File: src/rtl/kc705_ethernet_cmd_reg_map_pkg.sv
// Shared definitions for the Ethernet command register map: default geometry,
// command codes, packet length helper and FSM state encoding.
package kc705_ethernet_cmd_reg_map_pkg;

  localparam int DEF_REG_WIDTH     = 4;
  localparam int DEF_NUM_REG       = 6;
  localparam int DEF_CMD_LENGTH    = 4;
  localparam int DEF_PKT_ID_LENGTH = 4;
  localparam int DEF_CNT_WIDTH     = 16;

  // "WREG" in ASCII, the only command that commits a register image
  localparam logic [31:0] CMD_WRITE_CODE = 32'h5752_4547;

  typedef enum logic [1:0] {
    ST_RECV   = 2'd0,
    ST_DRAIN  = 2'd1,
    ST_COMMIT = 2'd2
  } state_e;

  function automatic int calc_len(input int cmd_len, input int id_len,
                                  input int reg_width, input int num_reg);
    return cmd_len + id_len + reg_width * num_reg;
  endfunction

endpackage

File: src/rtl/kc705_ethernet_cmd_reg_map_sat_counter.sv
// Saturating up-counter with synchronous clear; sticks at all-ones.
module kc705_sat_counter #(
  parameter int CNT_WIDTH = 16
) (
  input  logic                 clk,
  input  logic                 clear,
  input  logic                 inc,
  output logic [CNT_WIDTH-1:0] count
);

  logic [CNT_WIDTH-1:0] count_q;
  logic [CNT_WIDTH-1:0] count_d;

  always_comb begin
    count_d = count_q;
    if (inc && (count_q != '1)) begin
      count_d = count_q + CNT_WIDTH'(1);
    end
  end

  always_ff @(posedge clk) begin
    if (clear) begin
      count_q <= '0;
    end else begin
      count_q <= count_d;
    end
  end

  assign count = count_q;

endmodule

File: src/rtl/kc705_ethernet_cmd_reg_map.sv
// Assembles a big-endian command packet from the Ethernet RX byte stream and
// presents the validated register image on a valid/ready bus.
//
//   state     | meaning
//   ST_RECV   | accepting bytes 0..LEN-1 into the shadow register
//   ST_DRAIN  | packet overran LEN; discard bytes until tlast
//   ST_COMMIT | image held on reg_map_*, waiting for reg_map_ready
module kc705_ethernet_cmd_reg_map
  import kc705_ethernet_cmd_reg_map_pkg::*;
#(
  parameter int                      REG_WIDTH     = DEF_REG_WIDTH,
  parameter int                      NUM_REG       = DEF_NUM_REG,
  parameter int                      CMD_LENGTH    = DEF_CMD_LENGTH,
  parameter int                      PKT_ID_LENGTH = DEF_PKT_ID_LENGTH,
  parameter logic [8*CMD_LENGTH-1:0] CMD_WRITE     = (8*CMD_LENGTH)'(CMD_WRITE_CODE),
  parameter int                      CNT_WIDTH     = DEF_CNT_WIDTH
) (
  input  logic                              axi_tclk,
  input  logic                              axi_treset,
  input  logic [7:0]                        rx_tdata,
  input  logic                              rx_tvalid,
  input  logic                              rx_tlast,
  output logic                              rx_tready,
  output logic [8*REG_WIDTH*NUM_REG-1:0]    reg_map_data,
  output logic [8*CMD_LENGTH-1:0]           reg_map_cmd,
  output logic [8*PKT_ID_LENGTH-1:0]        reg_map_pkt_id,
  output logic                              reg_map_valid,
  input  logic                              reg_map_ready,
  output logic [CNT_WIDTH-1:0]              pkt_ok_count,
  output logic [CNT_WIDTH-1:0]              pkt_err_count,
  output logic                              pkt_err
);

  localparam int LEN    = calc_len(CMD_LENGTH, PKT_ID_LENGTH, REG_WIDTH, NUM_REG);
  localparam int CMD_W  = 8 * CMD_LENGTH;
  localparam int ID_W   = 8 * PKT_ID_LENGTH;
  localparam int DATA_W = 8 * REG_WIDTH * NUM_REG;
  localparam int SH_W   = 8 * LEN;
  localparam int IDX_W  = $clog2(LEN);
  localparam logic [IDX_W-1:0] LAST_IDX = IDX_W'(LEN - 1);

  state_e              state_q, state_d;
  logic [IDX_W-1:0]    idx_q, idx_d;
  // The final byte never needs storing: it is taken straight from rx_tdata.
  logic [SH_W-9:0]     shadow_q, shadow_d;
  logic [DATA_W-1:0]   data_q, data_d;
  logic [CMD_W-1:0]    cmd_q, cmd_d;
  logic [ID_W-1:0]     id_q, id_d;
  logic                pkt_err_q;
  logic                err_evt;
  logic                ok_evt;
  logic                beat;
  logic [SH_W-1:0]     shift_next;

  assign rx_tready  = !axi_treset && (state_q != ST_COMMIT);
  assign beat       = rx_tvalid && rx_tready;
  assign shift_next = {shadow_q, rx_tdata};

  always_comb begin
    state_d  = state_q;
    idx_d    = idx_q;
    shadow_d = shadow_q;
    data_d   = data_q;
    cmd_d    = cmd_q;
    id_d     = id_q;
    err_evt  = 1'b0;
    ok_evt   = 1'b0;

    case (state_q)
      ST_RECV: begin
        if (beat) begin
          shadow_d = shift_next[SH_W-9:0];
          if (idx_q == LAST_IDX) begin
            idx_d = '0;
            if (!rx_tlast) begin
              state_d = ST_DRAIN;
            end else if (shift_next[DATA_W+ID_W +: CMD_W] == CMD_WRITE) begin
              state_d = ST_COMMIT;
              data_d  = shift_next[DATA_W-1:0];
              id_d    = shift_next[DATA_W +: ID_W];
              cmd_d   = shift_next[DATA_W+ID_W +: CMD_W];
            end else begin
              err_evt = 1'b1;
            end
          end else if (rx_tlast) begin
            idx_d   = '0;
            err_evt = 1'b1;
          end else begin
            idx_d = idx_q + IDX_W'(1);
          end
        end
      end
      ST_DRAIN: begin
        if (beat && rx_tlast) begin
          state_d = ST_RECV;
          err_evt = 1'b1;
        end
      end
      ST_COMMIT: begin
        if (reg_map_ready) begin
          state_d = ST_RECV;
          ok_evt  = 1'b1;
        end
      end
      default: begin
        state_d = ST_RECV;
        idx_d   = '0;
      end
    endcase
  end

  always_ff @(posedge axi_tclk) begin
    if (axi_treset) begin
      state_q   <= ST_RECV;
      idx_q     <= '0;
      shadow_q  <= '0;
      data_q    <= '0;
      cmd_q     <= '0;
      id_q      <= '0;
      pkt_err_q <= 1'b0;
    end else begin
      state_q   <= state_d;
      idx_q     <= idx_d;
      shadow_q  <= shadow_d;
      data_q    <= data_d;
      cmd_q     <= cmd_d;
      id_q      <= id_d;
      pkt_err_q <= err_evt;
    end
  end

  // pkt_err and the error count both become visible on the edge after the bad beat.
  kc705_sat_counter #(.CNT_WIDTH(CNT_WIDTH)) u_ok_cnt (
    .clk   (axi_tclk),
    .clear (axi_treset),
    .inc   (ok_evt),
    .count (pkt_ok_count)
  );

  kc705_sat_counter #(.CNT_WIDTH(CNT_WIDTH)) u_err_cnt (
    .clk   (axi_tclk),
    .clear (axi_treset),
    .inc   (err_evt),
    .count (pkt_err_count)
  );

  assign reg_map_data   = data_q;
  assign reg_map_cmd    = cmd_q;
  assign reg_map_pkt_id = id_q;
  assign reg_map_valid  = (state_q == ST_COMMIT);
  assign pkt_err        = pkt_err_q;

endmodule

File: config.mk
export PLATFORM = sky130hd
export DESIGN_NAME = kc705_ethernet_cmd_reg_map
export DESIGN_NICKNAME = d
export VERILOG_FILES = /design/src/rtl/kc705_ethernet_cmd_reg_map_pkg.sv /design/src/rtl/kc705_ethernet_cmd_reg_map_sat_counter.sv /design/src/rtl/kc705_ethernet_cmd_reg_map.sv
export SDC_FILE = /design/constraint.sdc
export NUM_CORES = 1
export LEC_CHECK = 0
export ABC_AREA = 1
export CELL_PAD_IN_SITES_DETAIL_PLACEMENT = 2
export CELL_PAD_IN_SITES_GLOBAL_PLACEMENT = 2
export CORE_MARGIN = 2
export CORE_UTILIZATION = 28
export CTS_CLUSTER_SIZE = 40
export DETAILED_ROUTE_END_ITERATION = 10
export PLACE_DENSITY_LB_ADDON = 0.1
export SLEW_MARGIN = 20
export SYNTH_ARGS = -nofsm -noshare
export SYNTH_HDL_FRONTEND = slang
export SYNTH_HIERARCHICAL = 1
export SYNTH_SLANG_ARGS = --single-unit
File: constraint.sdc
create_clock -name axi_tclk -period 1.95 [get_ports axi_tclk]
set_input_delay 0.4875 -clock axi_tclk [delete_from_list [all_inputs] [get_ports axi_tclk]]
set_output_delay 0.4875 -clock axi_tclk [all_outputs]
set_load 0.02 [all_outputs]
# After elaboration in Yosys (flattened, before gate mapping)
# Cells that the tools add are included.
# W data, S select, Z words.
# word_totals
register_bits	544
out_inout_bits	291
wordCells	57
# classes
add_sub_neg	3
eq_ne	12
n_mux	20
bitwise	1
reduce_logical	12
# op_table
operator	count
$add A16 B1 Y16 const B	2
$eq A32 B31 Y1 const B	1
$ne A16 B16 Y1 const B	2
$mux W5	3
$mux W2	6
$pmux W5 S2	1
$reduce_and A5 Y1	2
$mux W1	8
$ne A2 B2 Y1 const B	4
$pmux W2 S3	1
$add A5 B1 Y5 const B	1
$eq A5 B5 Y1 const B	1
$logic_and A1 B1 Y1	5
$reduce_and A2 Y1	2
$ne A3 B3 Y1 const B	1
$eq A2 B1 Y1 const B	1
$eq A2 B2 Y1 const B	1
$logic_not A2 Y1	1
$ne A2 B1 Y1 const B	1
$pmux W1 S2	1
$reduce_or A2 Y1	1
$logic_not A1 Y1	1
$not A1 Y1	1

# Depth between registers and ports, before layout
# Gate-level depths: netlist (run 1).
# depth
depth_word	7
mapped_depth	16
depth_no_buf	15

# Cells and area by module
# Netlist (run 1), hierarchy kept.
# modules_own_cells
module	n_inst	cells_each	area_per_inst_um2
kc705_ethernet_cmd_reg_map	1	2562	19456.2
kc705_sat_counter	2	149	929.6

# Worst setup path after synthesis (run 1)
# OpenSTA, ideal clock, no wires.
# synth_path
path_kind	register to register
start	register state_q[0]
end	register u_err_cnt.count_q[13], in the netlist u_err_cnt/count[13]
setup_ps	115
arrival_time_ps	1936
required_time_ps	1835
slack_ps	-102
path_stages_with_launch	13
path_buffers	1
period_less_slack_ps	2052
path_cell_list	dfxtp_1 -> inv_1 -> ha_1 -> nor2_4 -> nand3_1 -> nor2_1 -> buf_2 -> nand3_1 -> or2_0 -> nor2_1 -> nand3_1 -> nand2_1 -> nor2_1
# synth_between
elab_chain_cells	7
# synth_lines
item	line	source
from (decl)	kc705_ethernet_cmd_reg_map.sv:42	state_e state_q, state_d;
from (signal assigned)	kc705_ethernet_cmd_reg_map.sv:122	state_q <= state_d;
$ne A2 B2 Y1 *	kc705_ethernet_cmd_reg_map.sv:55	assign rx_tready = !axi_treset && (state_q != ST_COMMIT);
$logic_and A1 B1 Y1 *	kc705_ethernet_cmd_reg_map.sv:55	
via rx_tready	kc705_ethernet_cmd_reg_map.sv:23	output logic rx_tready,
$logic_and A1 B1 Y1 *	kc705_ethernet_cmd_reg_map.sv:56	assign beat = rx_tvalid && rx_tready;
$logic_and A1 B1 Y1	kc705_ethernet_cmd_reg_map.sv:94	if (beat && rx_tlast) begin
$mux W1	kc705_ethernet_cmd_reg_map.sv:94	
$pmux W1 S2 *	kc705_ethernet_cmd_reg_map.sv:69	case (state_q)
via err_evt	kc705_ethernet_cmd_reg_map.sv:50	logic err_evt;
$logic_and A1 B1 Y1 *	kc705_ethernet_cmd_reg_map_sat_counter.sv:16	if (inc && (count_q != '1)) begin
to (signal assigned)	kc705_ethernet_cmd_reg_map_sat_counter.sv:25	count_q <= count_d;
to (decl)	kc705_ethernet_cmd_reg_map_sat_counter.sv:11	logic [CNT_WIDTH-1:0] count_q;
# Mark *: on every way through the listed nets, which the timed path passes. The rest lies on a longest branch.
# A chain may end at the register's enable or synchronous reset.

# Worst setup path after layout (run 1)
# layout_path
start	register state_q[0]
end	output port rx_tready
# layout_between
elab_chain_cells	2
# layout_lines
item	line
$ne A2 B2 Y1	kc705_ethernet_cmd_reg_map.sv:55
$logic_and A1 B1 Y1	kc705_ethernet_cmd_reg_map.sv:55
to (decl)	kc705_ethernet_cmd_reg_map.sv:23
# Every way passes these cells.

==> results of run 1 <==
## metrics by stage
| stage | cell area (um^2) | hold slack (ps) |
|---|---|---|
| after floorplan | 21300 | 424 |
| after global placement | 26700 | 425 |
| after detailed placement | 26700 | 435 |
| after CTS | 31100 | 442 |
| after global routing | 32700 | 469 |
| final | 32700 | 435 |
## flip-flops by register name, indices dropped and copies added, names as in the netlist
| signal | count |
|---|---|
| reg_map_pkt_id | 32 |
| reg_map_cmd | 32 |
| state_q | 2 |
| reg_map_data | 192 |
| pkt_err | 1 |
| u_ok_cnt/count | 16 |
| u_err_cnt/count | 16 |
| shadow_q | 248 |
| idx_q | 5 |
## worst max-delay path: stages, from the launching register on
cell and delay [ps]:
dfxtp_2 340, inv_2 60, ha_4 180, nor2_4 130, buf_4 140, buf_6 80
buf_6 110
## area by class of cell
type | instances | area, um^2
clock inverter | 21 | 246
inverter | 291 | 1100
multi-input combinational | 1810 | 9790
sequential | 544 | 10900
fill | 8348 | 43000
clock buffer | 100 | 1990
tap | 978 | 1220
timing repair buffer | 617 | 7410
## final timing paths
check,startpoint,end,slack [ps],cells after the start
worst max-delay path,state_q[0],rx_tready,-160,6
worst min-delay path,reg_map_cmd[15],reg_map_cmd[15],430,2
worst max register to register,state_q[0],reg_map_data[88],-150,15
worst min register to register,reg_map_cmd[15],reg_map_cmd[15],430,2
## cells by family (layout without fill, tap and decap cells)
group           count (synthesis)  after routing  synth area share [%]
buf+inv                       506           1029                  9.99
xor+xnor                        1              1                0.0411
flops                         544            544                  51.1
compound gates                517            517                  12.1
fa+ha+maj                       7              7                 0.411
simple gates                 1285           1285                  26.3
## power by group
group | switching (uW) | internal [uW] | total [uW]
Combinational | 1160 | 806 | 1960
Sequential | 221 | 11500 | 11700
Clock | 5160 | 7640 | 12800
## timing repair
action | in CTS | in global routing
endpoints found under the setup margin | 565 | 479
buffers inserted | 56 | 28
pin swaps | 206 | 225
gates cloned | 42 | 26
gates resized for setup | 557 | 444
## per-layer routing
layer / up-vias / global-route usage, %
li1: 10200 / -
met1: 10600 / 26.5
met2: 321 / 37.7
met3: 93 / 3.78
met4: 0 / 5.31
met5: - / 0
## cell usage after synthesis (all sizes together)
library cell	instances	area, um^2
a21oi	267	1340
buf	76	508
clkbuf	139	529
clkinv	1	3.75
dfxtp	544	10900
ha	7	87.6
inv	290	1090
nand2	381	1440
nand3	30	150
nand3b	1	7.51
nand4	233	1460
nor2	632	2510
nor3	5	25.0
o21ai	250	1250
or2	3	18.8
xnor2	1	8.76
==> flow_metrics.py, run 1 <==
metrics = {
    "global_route": {
        "grt_antenna_before_repair": 1,
        "grt_pass1_wl_um": 132000,
        "grt_pass1_vias": 23100,
        "grt_max_degree": 75,
        "grt.overflow.total": 0,
        "grt_use_total_pct": 21.3,
    },
    "clock_tree": {
        "clock_sink_count": 544,
        "cts-root-buf": "clkbuf_16",
        "worst_setup_hold_path_clk_slew_ps": 60,
        "cts_buffers": 68,
        "hold_buffers": 0,
        "tritoncts": "done",
        "htree_levels": 3,
        "clock_network_latency_to_the_later_pin_of_the_worst_skew_pair_ps": 600,
        "clock_path_buffers": 3,
    },
    "synth": {
        "mappedNetlistNets": 2880,
        "yosysWarnings": 6,
        "ys_seq_area_share_pct": 51.1,
        "post_synth_num_cell_types": 26,
        "synth_cells": 2860,
        "syn-cell-area_um2": 21300,
        "synthesis.area_per_instance_um2": 7.45,
        "synth_seq_cells": 544,
    },
    "detailed_routing": {
        "detail_route.wirelength.met1_um": 40000,
        "drc": 0,
        "dr_wl_met2_um": 45100,
        "dr.pass1.iters": 4,
        "routed_length_on_met3_um": 3130,
        "drt-wirelength-per-cell_um": 20.5,
        "drt-initial-drc-count": 713,
        "ant_nets": 0,
        "viasPerCell": 4.87,
        "route.vias.total": 21200,
        "maxUsedRoutingLayer": "met4",
        "totalWireLength_um": 89500,
    },
    "outcome": {
        "run_status": "finished with violations",
        "failed_checks": "negative setup slack",
    },
    "finish": {
        "final_nets": 3352,
        "layout.cells.most_common_list": "dfxtp_1 (534), nor2_1 (367), nand2_1 (343)",
        "area_growth_pct": 53.3,
        "drive_gt1_share_pct": 23.7,
        "final_common_cell": "dfxtp_1",
        "post_layout_nonfiller_instances": 4361,
        "num_antenna_cells": 0,
        "postLayoutCoreUtil_pct": 43.2,
    },
    "place": {
        "half_perimeter_wire_length_after_detailed_placement_um": 52300,
        "buffer_ports.inserted": 303,
        "placedCellCount": 4115,
        "globalplace.congestion": 0.763,
        "preCtsSetupSlack_ps": -491,
    },
    "timing": {
        "final-max-slew-violation-count": 0,
        "max_slew.worst_pin.slew_ps": 498,
        "setup_violations": 226,
        "clock.fmax_ghz": 0.474,
        "max_slew_margin_pct": 66.8,
        "finalHoldViolations": 0,
        "setup_repair_after_global_routing_missed_its_margin": "true",
        "post-route-period-util_pct": 108,
        "post-route-min-period_ps": 2110,
        "final_critical_path_setup_slack_ps": -162,
        "timing.setup.tns_ps": -11270,
        "finalClockSkew_ps": 30.3,
    },
    "die": {
        "initial_utilization_pct": 28.2,
        "standard_cell_rows": 101,
        "core_area_um2": 75700,
        "dieArea_um2": 78300,
        "die_h_um": 280,
        "fp.dieW_um": 280,
        "i_o_pins": 304,
    },
    "worst_hold_path": {
        "hold_path_class": "register to register",
    },
    "setup_path": {
        "worst_ep_arrival_time_ps": 1620,
        "worst-endpoint-required_ps": 1460,
        "worstPathMaxFanout": 2,
        "timing.critical_path.to_type": "output port",
        "critPathLaunchType": "register",
        "timing_worst_setup_path_type": "register to output port",
    },
    "power": {
        "p_per_area_nw_per_um2": 809,
        "p_leak_uw": 0.0141,
        "total_power_uw": 26400,
        "worst_case_vdd_ir_drop_mv": 0.672,
    },
    "job": {
        "max_cap_viol_count": 0,
    },
}
Note: power is estimated with default switching activity, not from simulation.
==> run 2, diff against run 1 <==
--- a/config.mk
+++ b/config.mk
@@ -13,6 +13,7 @@
 export CTS_CLUSTER_SIZE = 40
 export DETAILED_ROUTE_END_ITERATION = 10
 export PLACE_DENSITY_LB_ADDON = 0.1
+export SKIP_LAST_GASP = 1
 export SLEW_MARGIN = 20
 export SYNTH_ARGS = -nofsm -noshare
 export SYNTH_HDL_FRONTEND = slang
==> run 2 against run 1 <==
Effect of this change: the flow still finishes with violations (negative setup slack); sequential share of layout area is 0.27 points higher; power fell by 0.21%; register-to-register slack improved by 20 ps; flip-flop and latch count did not move.
==> flow_metrics.py, run 2 (synthesized netlist as in run 1, its figures left out) <==
metrics = {
    "timing": {
        "post-route-period-util_pct": 107,
        "finalClockSkew_ps": 33.3,
        "final-max-slew-violation-count": 0,
        "final_critical_path_setup_slack_ps": -135,
        "finalHoldViolations": 0,
        "clock.fmax_ghz": 0.480,
        "setup_violations": 204,
        "max_slew.worst_pin.slew_ps": 498,
        "setup_repair_after_global_routing_missed_its_margin": "true",
        "fin_hold_ws_ps": 438,
        "max_slew_margin_pct": 66.8,
        "post-route-min-period_ps": 2080,
    },
    "setup_path": {
        "crit_slowest_cell": "dfxtp_2",
        "worst_path_largest_cell_delay_ps": 330,
        "crit-reg2reg-launch": "state_q[0]",
        "worst-endpoint-required_ps": 2410,
        "worstPathMaxFanout": 8,
        "worst_ep_arrival_time_ps": 2550,
        "timing.critical_path.mode_cell": "buf_6",
        "critical_path.reg2reg.endpoint": "shadow_q[226]",
        "timing_worst_setup_path_type": "register to register",
        "critical_path_cell_count": 11,
        "startpoint": "state_q[0]",
        "worstSetupEndpoint": "shadow_q[226]",
        "critPathLaunchType": "register",
        "critical_path.n_buffers_inverters": 6,
        "crit_path_cell_trace": "inv_2 -> ha_4 -> nor2_4 -> buf_6 -> buf_6 -> nand3_4 -> buf_12 -> buf_4 -> clkbuf_16 -> o21ai_0 -> a21oi_1",
        "r2r_cell_count": 11,
        "timing.reg2reg.setup_slack_ps": -130,
        "timing.critical_path.to_type": "register",
        "worst_path_dominant_cell_family": "buffers and inverters",
    },
    "worst_hold_path": {
        "worst_hold_path.num_cells": 2,
        "hold_path_class": "register to register",
    },
    "detailed_routing": {
        "dr.pass1.iters": 4,
        "drc": 0,
        "viasPerCell": 4.86,
        "drt-wirelength-per-cell_um": 20.3,
        "totalWireLength_um": 88500,
        "drt-initial-drc-count": 809,
        "route.vias.total": 21200,
        "ant_nets": 0,
    },
    "clock_tree": {
        "htree_levels": 3,
        "tritoncts": "done",
        "clock_path_buffers": 3,
        "hold_buffers": 0,
        "clock_network_latency_to_the_later_pin_of_the_worst_skew_pair_ps": 610,
        "cts_buffers": 68,
        "worst_setup_hold_path_clk_slew_ps": 60,
        "clock_sink_count": 544,
        "cts-root-buf": "clkbuf_16",
    },
    "power": {
        "p_per_area_nw_per_um2": 814,
        "p_leak_uw": 0.0141,
        "total_power_uw": 26400,
        "worst_case_vdd_ir_drop_mv": 0.674,
    },
    "finish": {
        "registers.top_by_ff_count": "shadow_q",
        "final_nets": 3347,
        "post_layout_nonfiller_instances": 4356,
        "area_growth_pct": 52.1,
        "largest_register_ffs": 248,
        "drive_gt1_share_pct": 22.5,
        "layout.cells.most_common_list": "dfxtp_1 (535), nor2_1 (373), nand2_1 (347)",
        "fillers": 8381,
        "final_cell_area_um2": 32400,
        "final_common_cell": "dfxtp_1",
        "num_antenna_cells": 0,
    },
    "place": {
        "buffer_ports.inserted": 303,
        "globalplace.congestion": 0.763,
        "placed_cell_area_um2": 26700,
        "half_perimeter_wire_length_after_detailed_placement_um": 52300,
        "preCtsSetupSlack_ps": -491,
        "placedCellCount": 4115,
    },
    "die": {
        "fp.dieW_um": 280,
        "die_h_um": 280,
        "standard_cell_rows": 101,
        "core_area_um2": 75700,
        "dieArea_um2": 78300,
        "initial_utilization_pct": 28.2,
        "i_o_pins": 304,
    },
    "global_route": {
        "grt_use_total_pct": 21.2,
        "grt_antenna_before_repair": 1,
        "grt.overflow.total": 0,
        "grt_pass1_vias": 23100,
        "grt_pass1_wl_um": 132000,
        "grt_max_degree": 75,
    },
    "outcome": {
        "failed_checks": "negative setup slack",
        "run_status": "finished with violations",
    },
    "job": {
        "max_cap_viol_count": 0,
    },
}
run 2: changes by cell type in the layout (fill, tap and decap cells not counted), sizes merged:
| cell | change |
|---|---|
| dlygate4sd2 | +2 |
| buf | -2 |
| clkbuf | -3 |
| clkdlybuf4s15 | -2 |
run 2: area by class of cell:
class	instances	area [um^2]	area share, %
clock buffer	100	1990	6.15
clock inverter	21	246	0.760
inverter	291	1110	3.42
multi-input combinational	1810	9650	29.8
sequential	544	10900	33.6
tap	978	1220	3.78
timing repair buffer	612	7290	22.5
run 2: repair_timing:
action                                  in CTS  in global routing
endpoints found under the setup margin     565                479
buffers inserted                            56                 23
gates cloned                                42                 25
pin swaps                                  182                216
gates resized for setup                    542                348
run 2: worst min path at each step:
stage,from,to
after floorplan,shadow_q[246],shadow_q[246]
after global placement,reg_map_cmd[13],reg_map_cmd[13]
after detailed placement,reg_map_cmd[15],reg_map_cmd[15]
after CTS,reg_map_cmd[23],reg_map_cmd[23]
after global routing,reg_map_cmd[31],reg_map_cmd[31]
final,reg_map_cmd[15],reg_map_cmd[15]
run 2: metal layers:
layer,share of wire [%],track usage (%),wire [um],vias up
met4,1.8,5.38,1610,0
li1,-,-,-,10200
met1,45,26.6,39600,10500
met5,0,0,0,-
met2,50,37.6,44200,318
met3,3.5,3.73,3080,104
run 2: worst reg2reg max path: cells and delay by family, from the launching register on:
kind            cells  cell delay (ps)
buf+inv             6              820
simple gates        2              340
flops               1              330
compound gates      2              300
fa+ha+maj           1              180
run 2: metrics by stage:
step,setup TNS [ps],util [%]
after detailed placement,-179580,35.2
final,-7110,42.8
after floorplan,-2.28,-
after CTS,-26180,41.0
after global routing,-42790,42.8
after global placement,-164340,35.2
run 2: power breakdown:
group	switching, uW	internal, uW	leakage (uW)
Sequential	211	11500	0.00443
Clock	5170	7640	0.00111
Combinational	1130	777	0.00852
Total	6510	19900	0.0141
